===== src/rtl/riscv_mtimer.sv =====
// RISC-V machine timer: 64-bit tick counter with compare interrupt behind an APB slave.
// MTIMEH reads return a snapshot of the high half latched by the most recent MTIME read.
module riscv_mtimer (
  input  logic        clk,
  input  logic        rst,
  input  logic        apbs_psel,
  input  logic        apbs_penable,
  input  logic        apbs_pwrite,
  input  logic [19:0] apbs_paddr,
  input  logic [31:0] apbs_pwdata,
  output logic [31:0] apbs_prdata,
  output logic        apbs_pready,
  output logic        apbs_pslverr,
  input  logic        mtime_tick_nrz,
  output logic        timer_irq
);

  typedef enum logic [2:0] {
    REG_CTRL   = 3'd0,
    REG_RSV0   = 3'd1,
    REG_MTIME  = 3'd2,
    REG_MTIMEH = 3'd3,
    REG_CMP    = 3'd4,
    REG_CMPH   = 3'd5,
    REG_RSV1   = 3'd6,
    REG_RSV2   = 3'd7
  } reg_sel_e;

  logic        en;
  logic [63:0] count;
  logic [63:0] cmp;
  logic [31:0] snap;
  logic        tick_q;

  reg_sel_e    sel;
  logic        access;
  logic        wr;
  logic        rd;
  logic        mapped;
  logic        tick_event;
  logic        unused_addr_bits;

  assign sel        = reg_sel_e'(apbs_paddr[4:2]);
  assign access     = apbs_psel & apbs_penable;
  assign wr         = access & apbs_pwrite;
  assign rd         = access & ~apbs_pwrite;
  assign tick_event = mtime_tick_nrz ^ tick_q;
  assign apbs_pready = 1'b1;
  assign unused_addr_bits = ^{apbs_paddr[19:5], apbs_paddr[1:0]};

  // NOTE: every signal driven in always_comb gets a default first, so no path leaves it unassigned and no latch is inferred.
  always_comb begin
    mapped = 1'b0;
    case (sel)
      REG_CTRL, REG_MTIME, REG_MTIMEH, REG_CMP, REG_CMPH: mapped = 1'b1;
      default:                                          mapped = 1'b0;
    endcase
  end

  assign apbs_pslverr = access & ~mapped;

  // Read data is live whenever selected; zero otherwise so the bus mux stays clean.
  always_comb begin
    apbs_prdata = 32'h0;
    if (apbs_psel) begin
      case (sel)
        REG_CTRL:   apbs_prdata = {23'h0, timer_irq, 7'h0, en};
        REG_MTIME:  apbs_prdata = count[31:0];
        REG_MTIMEH: apbs_prdata = snap;
        REG_CMP:    apbs_prdata = cmp[31:0];
        REG_CMPH:   apbs_prdata = cmp[63:32];
        default:    apbs_prdata = 32'h0;
      endcase
    end
  end

  // NOTE: sequential state uses non-blocking assignments so every register samples pre-edge values, which the compare relies on.
  always_ff @(posedge clk) begin
    if (rst) begin
      en        <= 1'b0;
      count     <= 64'h0;
      cmp       <= '1;
      snap      <= 32'h0;
      tick_q    <= 1'b0;
      timer_irq <= 1'b0;
    end else begin
      tick_q    <= mtime_tick_nrz;
      timer_irq <= (count >= cmp);

      if (wr && sel == REG_CTRL)
        en <= apbs_pwdata[0];
      if (wr && sel == REG_CMP)
        cmp[31:0] <= apbs_pwdata;
      if (wr && sel == REG_CMPH)
        cmp[63:32] <= apbs_pwdata;

      // A software write to either half swallows a coincident tick entirely.
      if (wr && sel == REG_MTIME)
        count[31:0] <= apbs_pwdata;
      else if (wr && sel == REG_MTIMEH)
        count[63:32] <= apbs_pwdata;
      else if (tick_event && en)
        count <= count + 64'd1;

      if (rd && sel == REG_MTIME)
        snap <= count[63:32];
    end
  end

endmodule


===== config.mk =====
export PLATFORM = sky130hd
export DESIGN_NAME = riscv_mtimer
export DESIGN_NICKNAME = d
export VERILOG_FILES = /design/src/rtl/riscv_mtimer.sv
export SDC_FILE = /design/constraint.sdc
export NUM_CORES = 1
export LEC_CHECK = 0
export CAP_MARGIN = 20
export CORE_UTILIZATION = 30
export CTS_BUF_LIST = sky130_fd_sc_hd__clkbuf_4
export CTS_CLUSTER_DIAMETER = 30
export CTS_CLUSTER_SIZE = 8
export DETAILED_ROUTE_END_ITERATION = 12
export PLACE_DENSITY = 0.58
export RECOVER_POWER = 100
export SYNTH_ARGS = -nofsm -noshare
export SYNTH_HDL_FRONTEND = slang
export SYNTH_SLANG_ARGS = --single-unit

===== constraint.sdc =====
create_clock -name clk -period 3.34 [get_ports clk]
set_input_delay 0.668 -clock clk [delete_from_list [all_inputs] [get_ports clk]]
set_output_delay 0.668 -clock clk [all_outputs]
set_load 0.1 [all_outputs]

==> flow_summary.ini, run 1 <==
[power]
irDropWorstVdd_v = 0.000177
p_clk_share_pct = 33.2
p_switching_mw = 1.19
total_power_mw = 3.81
power_frac_comb_pct = 13.9
switching_share_pct = 31.3
power-per-cell-area_mw_per_mm2 = 317
pwr-share-seq_pct = 52.9
p_int_mw = 2.62
power_leakage_nw = 4.53

[synth]
synthArstFlopShare_pct = 0
ys_seq_area_share_pct = 32.7
synth_edf_count = 0
netlist_area_mm2 = 0.00997
synthesis.instances = 1328
synth-seq-cells = 163
ys.flop_type = dfxtp_1
yosysWarnings = 0
ys_types = 64
syn-num-nets = 1451
avgSynthCellArea_um2 = 7.51

[sta]
setup_viol_count_final = 0
fin_crit_sh_pct = 97.2
slew_viol_final = 107
hold_viol = 0
setup_ws_ns = 0.0951
fmax_ghz = 0.308
rsz0062_at_grt = false
max_slew.worst_pin.slew_ns = 2.25
fin_skew_ns = 0.0337
slew_headroom_pct = -49.7
period_minus_slack_ns = 3.24
fin_setup_tns_ns = 0

[global_routing]
first_global_vias = 10132
use_met3_pct = 3.36
grt.total_usage_pct = 22.0
grt_overflow_total = 0
grt_max_degree = 51
grt_util_met1_pct = 29.7
grt-busiest-layer = met2
grt_pass1_wl_um = 57700
grt_use_met2_pct = 35.8
antenna_found_initial = 1

[hold_path]
hold_start = snap[5]
hold_path_class = reg -> reg
hold_depth = 2
hold_path_end = snap[5]

[drt]
drc = 0
drt_wl_total_um = 36600
wl_per_cell_um = 19.8
drt.antenna.violating_nets = 0
vias_per_cell = 5.68
first_iter_violations = 818
drt_first_pass_iters = 7
via_count = 10517

[placement]
pre_cts_slack_ns = 0.138
placed_area_mm2 = 0.0120
place.gp.congestion = 0.948
io_buffers = 74
dp_hpwl_um = 27100

[finish]
synthToLayoutAreaGrowth_pct = 20.6
nNetsFinal = 1519
multiInputGateArea_mm2 = 0.00616
seq_area_mm2 = 0.00326
final_cell_area_mm2 = 0.0120
nFillCells = 3436
drive_gt1_share_pct = 10.8

[critical_path]
reg2reg_to = count[43]
rr_worst_depth = 6
cp_max_fo = 32
reg2reg_slack_ns = 0.14
start_kind = input pin
crit_required_ns = 2.67
end_kind = primary output
r2r_start = count[10]
crit_arrival_ns = 2.58
crit_type = in -> out

[run_status]
violations = max-capacitance violations, max-slew violations
status = finished with violations

[clock_network]
path_clk_slew_ns = 0.14
cts_num_sinks = 163
ctsHoldBuffers = 0
htreeDepth = 4
numCtsBuffers = 17
cts_tree = yes
root_buffer = clkbuf_4
postCtsSetupBuffers = 0
cts_buffer_depth = 2
insertion_delay_ns = 0.61
cts_resized = 0

[floorplan]
start_util_pct = 30.6
dieArea_mm2 = 0.0340
fp.dieH_um = 184
rows = 66
io_pins = 93
core_mm2 = 0.0326
fp.dieW_um = 184

[flow_run]
drv_cap = 3
==> per-layer routing <==
metal	routed length, um	vias up
met5	0	-
met4	791	0
met3	2080	41
met2	17000	335
met1	16800	5101
li1	-	5040
==> worst max-delay path, cell delays in order <==
cell,delay (ns)
clkdlybuf4s50_1,0.47
buf_4,0.20
nor3b_1,0.33
buf_12,0.27
a22oi_1,0.13
a21oi_1,0.28
buf_12,0.21
==> worst max path at each step <==
stage                            to          start  slack, ns
detailed placement  apbs_prdata[15]  apbs_paddr[4]       0.14
CTS                 apbs_prdata[15]  apbs_paddr[4]       0.14
floorplan            apbs_prdata[8]  apbs_paddr[2]        0.1
global route         apbs_prdata[6]  apbs_paddr[4]       0.01
global placement    apbs_prdata[15]  apbs_paddr[4]       0.16
finish              apbs_prdata[28]  apbs_paddr[2]        0.1
==> cells in the mapped netlist (all sizes together), types with 11 or more instances <==
master  number  area (um^2)
clkbuf      81          304
a22oi       79          593
o21ai       58          290
and3        16          100
a21oi      127          636
nor4        23          171
nand4       33          206
a211oi      12         90.1
o211ai      70          526
nor3        25          125
inv         73          274
nand3       54          275
or3         11         68.8
ha          65          813
nor2        51          191
buf         13         61.3
dfxtp      163         3260
a31oi       20          125
nand2      226          848
a21o        14          105
==> cell families after synthesis <==
group | count (synthesis) | share of synthesized area [%]
AOI/OAI and AO/OA | 438 | 28.6
xor gates and xnor gates | 1 | 0.0878
adders and majority gates | 65 | 8.15
buffers and inverters | 167 | 6.41
DFF | 163 | 32.7
muxes | 5 | 0.502
other | 1 | 0.0376
and+or+nand+nor | 488 | 23.5
==> cell type report <==
class | instances | area share, %
clock buffers | 18 | 1.12
well taps | 442 | 4.60
repair buffers | 143 | 12.4
clock inverters | 14 | 1.26
flip-flops and latches | 163 | 27.1
multi-input cells | 998 | 51.2
inverters | 73 | 2.28
diodes | 1 | 0.0208
==> state kept, by name (all words and copies together), names as in the netlist <==
| name | cells |
|---|---|
| cmp | 64 |
| count | 64 |
| snap | 32 |
| en | 1 |
| tick_q | 1 |
| timer_irq | 1 |
==> layout by cell type (no fill, tap or decap), types with 18 or more instances in the layout <==
master and n:
nand2_1 225, dfxtp_1 163, a21oi_1 106, a22oi_1 79
inv_1 72, o211ai_1 70, ha_1 65, o21ai_0 57
nand3_1 53, buf_4 49, nor2_1 48, clkdlybuf4s50_1 39
nand4_1 33, buf_12 30, nor3_1 24, nor4_1 22
a21oi_2 21, a31oi_1 20, clkbuf_4 18, clkbuf_1 18
==> power by group through the flow <==
stage | Sequential (mW) | Clock, mW | Combinational [mW]
CTS | 2.01 | 1.29 | 0.550
detailed placement | 2.06 | 0 | 0.549
global placement | 2.06 | 0 | 0.544
floorplan | 2.04 | 0 | 0.311
global route | 2.02 | 1.36 | 0.562
finish | 2.02 | 1.26 | 0.529
==> per-stage QoR <==
step / utilization, % / cells / hold slack (ns)
final: 36.9 / 1852 / 0.465
after global routing: 36.9 / 1852 / 0.478
after CTS: 37.6 / 1851 / 0.466
after detailed placement: 36.7 / 1819 / 0.447
after global placement: 36.7 / 1819 / 0.442
after floorplan: - / 1328 / 0.436
(Power assumes the default switching activity.)
==> run 2: changes to the inputs <==
- ABC_AREA: not set -> 1
- GPL_TIMING_DRIVEN: not set -> 0
==> run 2 against run 1 <==
The flow now finishes without violations. Clock skew down 0.0033 ns. Wire length is 29% higher. Worst hold slack improved by 0.036 ns. Clock-buffer cell count rose by 1. Critical path type unchanged.
==> flow_summary.ini, run 2 <==
[drt]
drt_first_pass_iters = 6
vias_per_cell = 5.33
wl_per_cell_um = 21.4
drt.antenna.violating_nets = 0
first_iter_violations = 1181
via_count = 11754
drt_wl_total_um = 47300
drc = 0

[critical_path]
end_kind = primary output
cp_max_fo = 10
cpMaxStageDelayCell = clkdlybuf4s50_1
crit_type = in -> out
r2r_start = count[46]
crit_required_ns = 2.67
startpoint = apbs_paddr[3]
start_kind = input pin
path_cells = clkdlybuf4s50_1, nand3_1, inv_1, clkbuf_4, nand2_1, a21oi_2, buf_2
critical_path_buf_inv_count = 4
slowest_delay_ns = 0.53
cp_top_family = buffers and inverters
crit_arrival_ns = 2.60

[finish]
synthToLayoutAreaGrowth_pct = 15.2
mostFrequentLayoutCells = nand2_1, a21oi_1, nor2_1
nNetsFinal = 1859
final_cell_area_mm2 = 0.0123
seq_area_mm2 = 0.00326
nFillCells = 3832
reg.largest.list = cmp: 64 flops, count: 64 flops, snap: 32 flops
layout_commonest_cell = nand2_1
multiInputGateArea_mm2 = 0.00646
drive_gt1_share_pct = 9.72

[clock_network]
numCtsBuffers = 17
path_clk_slew_ns = 0.17
insertion_delay_ns = 0.62
root_buffer = clkbuf_4
ctsHoldBuffers = 0
cts_buffer_depth = 2
cts_num_sinks = 163
cts_tree = yes
htreeDepth = 4

[hold_path]
hold_path_class = reg -> reg
hold_start = en

[sta]
max_slew.worst_pin.slew_ns = 1.16
hold_viol = 0
rsz0062_at_grt = true
setup_viol_count_final = 0
slew_headroom_pct = 22.7
fin_skew_ns = 0.0303
fin_crit_sh_pct = 97.8
slew_viol_final = 0
setup_ws_ns = 0.0735
period_minus_slack_ns = 3.27
fmax_ghz = 0.306

[power]
irDropWorstVdd_v = 0.000268
power_leakage_nw = 5.39
power-per-cell-area_mw_per_mm2 = 318

[synth]
avgSynthCellArea_um2 = 6.49
synth.top_cell.area_share_pct = 30.6
synthesis.instances = 1645
synth_top_area_cell = dfxtp_1
synth_common_cells = nand2_1, nor2_1, a21oi_1
ys_seq_area_share_pct = 30.6
netlist_area_mm2 = 0.0107
synthArstFlopShare_pct = 0
synth_area_leaders = dfxtp_1, nand2_1, a21oi_1
yosysWarnings = 0
synth_edf_count = 0
ys_types = 45
syn-num-nets = 1768
synthMostInstantiatedCell = nand2_1
ys.flop_type = dfxtp_1
synth-seq-cells = 163

[floorplan]
start_util_pct = 30.7
core_mm2 = 0.0348
io_pins = 93
fp.dieW_um = 191
rows = 68
dieArea_mm2 = 0.0363
fp.dieH_um = 191

[placement]
pre_cts_slack_ns = -1.27
place.gp.congestion = 1.01
placed_area_mm2 = 0.0121
dp_hpwl_um = 37900
io_buffers = 72

[global_routing]
grt_pass1_wl_um = 70800
first_global_vias = 11130
grt.total_usage_pct = 26.5
grt_overflow_total = 0
grt_max_degree = 17
antenna_found_initial = 1

[run_status]
status = finished clean

[flow_run]
drv_cap = 0
-- run 2: final cells by class --
class	count	share of cell area, %
tap	455	4.63
antenna	1	0.0203
timing repair buffer	72	5.13
sequential	163	26.5
clock buffer	19	1.16
inverter	170	5.20
multi-input combinational	1234	52.5
clock inverter	13	1.51
buffer	78	3.30
-- run 2: worst register-to-register path: stages (launching register included) --
cell     delay [ns]
dfxtp_1        0.44
ha_1           0.33
nand2_1        0.06
nor2_1         0.28
nand3_1        0.13
nor2_1         0.29
nand4_1        0.29
nor3b_1        0.25
nand2_1        0.08
a21oi_1        0.32
-- run 2: through the flow --
step | std cells | hold WS, ns | util (%) | TNS, ns | power [mW]
5_1_grt | 2205 | 0.508 | 35.4 | -0.00617 | 4.05
2_1_floorplan | 1645 | 0.452 | - | 0 | 2.33
4_1_cts | 2204 | 0.482 | 35.3 | 0 | 3.93
6_report | 2205 | 0.501 | 35.4 | 0 | 3.91
3_3_place_gp | 2172 | 0.471 | 34.6 | -35.33 | 2.53
3_5_place_dp | 2172 | 0.473 | 34.6 | -35.42 | 2.53
-- run 2: cell families (layout without fill, tap and decap cells) --
group                      count (synthesis)  count (layout)  synth area share [%]
and+or+nand+nor                          688             688                  27.0
AOI/OAI and AO/OA                        458             458                  23.4
buffers and inverters                    248             352                  9.56
DFF                                      163             163                  30.6
adders and majority gates                 65              65                  7.62
xor gates and xnor gates                  22              22                  1.81
other                                      1               2                0.0351
-- run 2: what timing repair did --
action                                  4_1_cts  5_1_grt
setup buffers                                 0        0
gates resized for setup                     198       21
gates cloned                                  0        0
endpoints found under the setup margin       33       28
-- run 2: power breakdown --
group	switching [mW]	internal [mW]
combinational	0.385	0.139
sequential	0.00658	1.96
clock	0.814	0.609
-- run 2: metal layers --
layer | vias to the layer above | GRT usage [%] | part of all wire, %
li1 | 5690 | - | -
met1 | 5562 | 37.1 | 47
met2 | 449 | 42.0 | 45
met3 | 53 | 3.50 | 6.2
met4 | 0 | 7.54 | 2.0
met5 | - | 0 | 0
-- run 2: worst paths after layout --
path / depth (start not counted) / slack [ns] / end
setup reg to reg: 9 / 0.75 / timer_irq
setup / recovery: 7 / 0.07 / apbs_prdata[0]
hold / removal: 2 / 0.50 / en
hold reg to reg: 2 / 0.50 / en
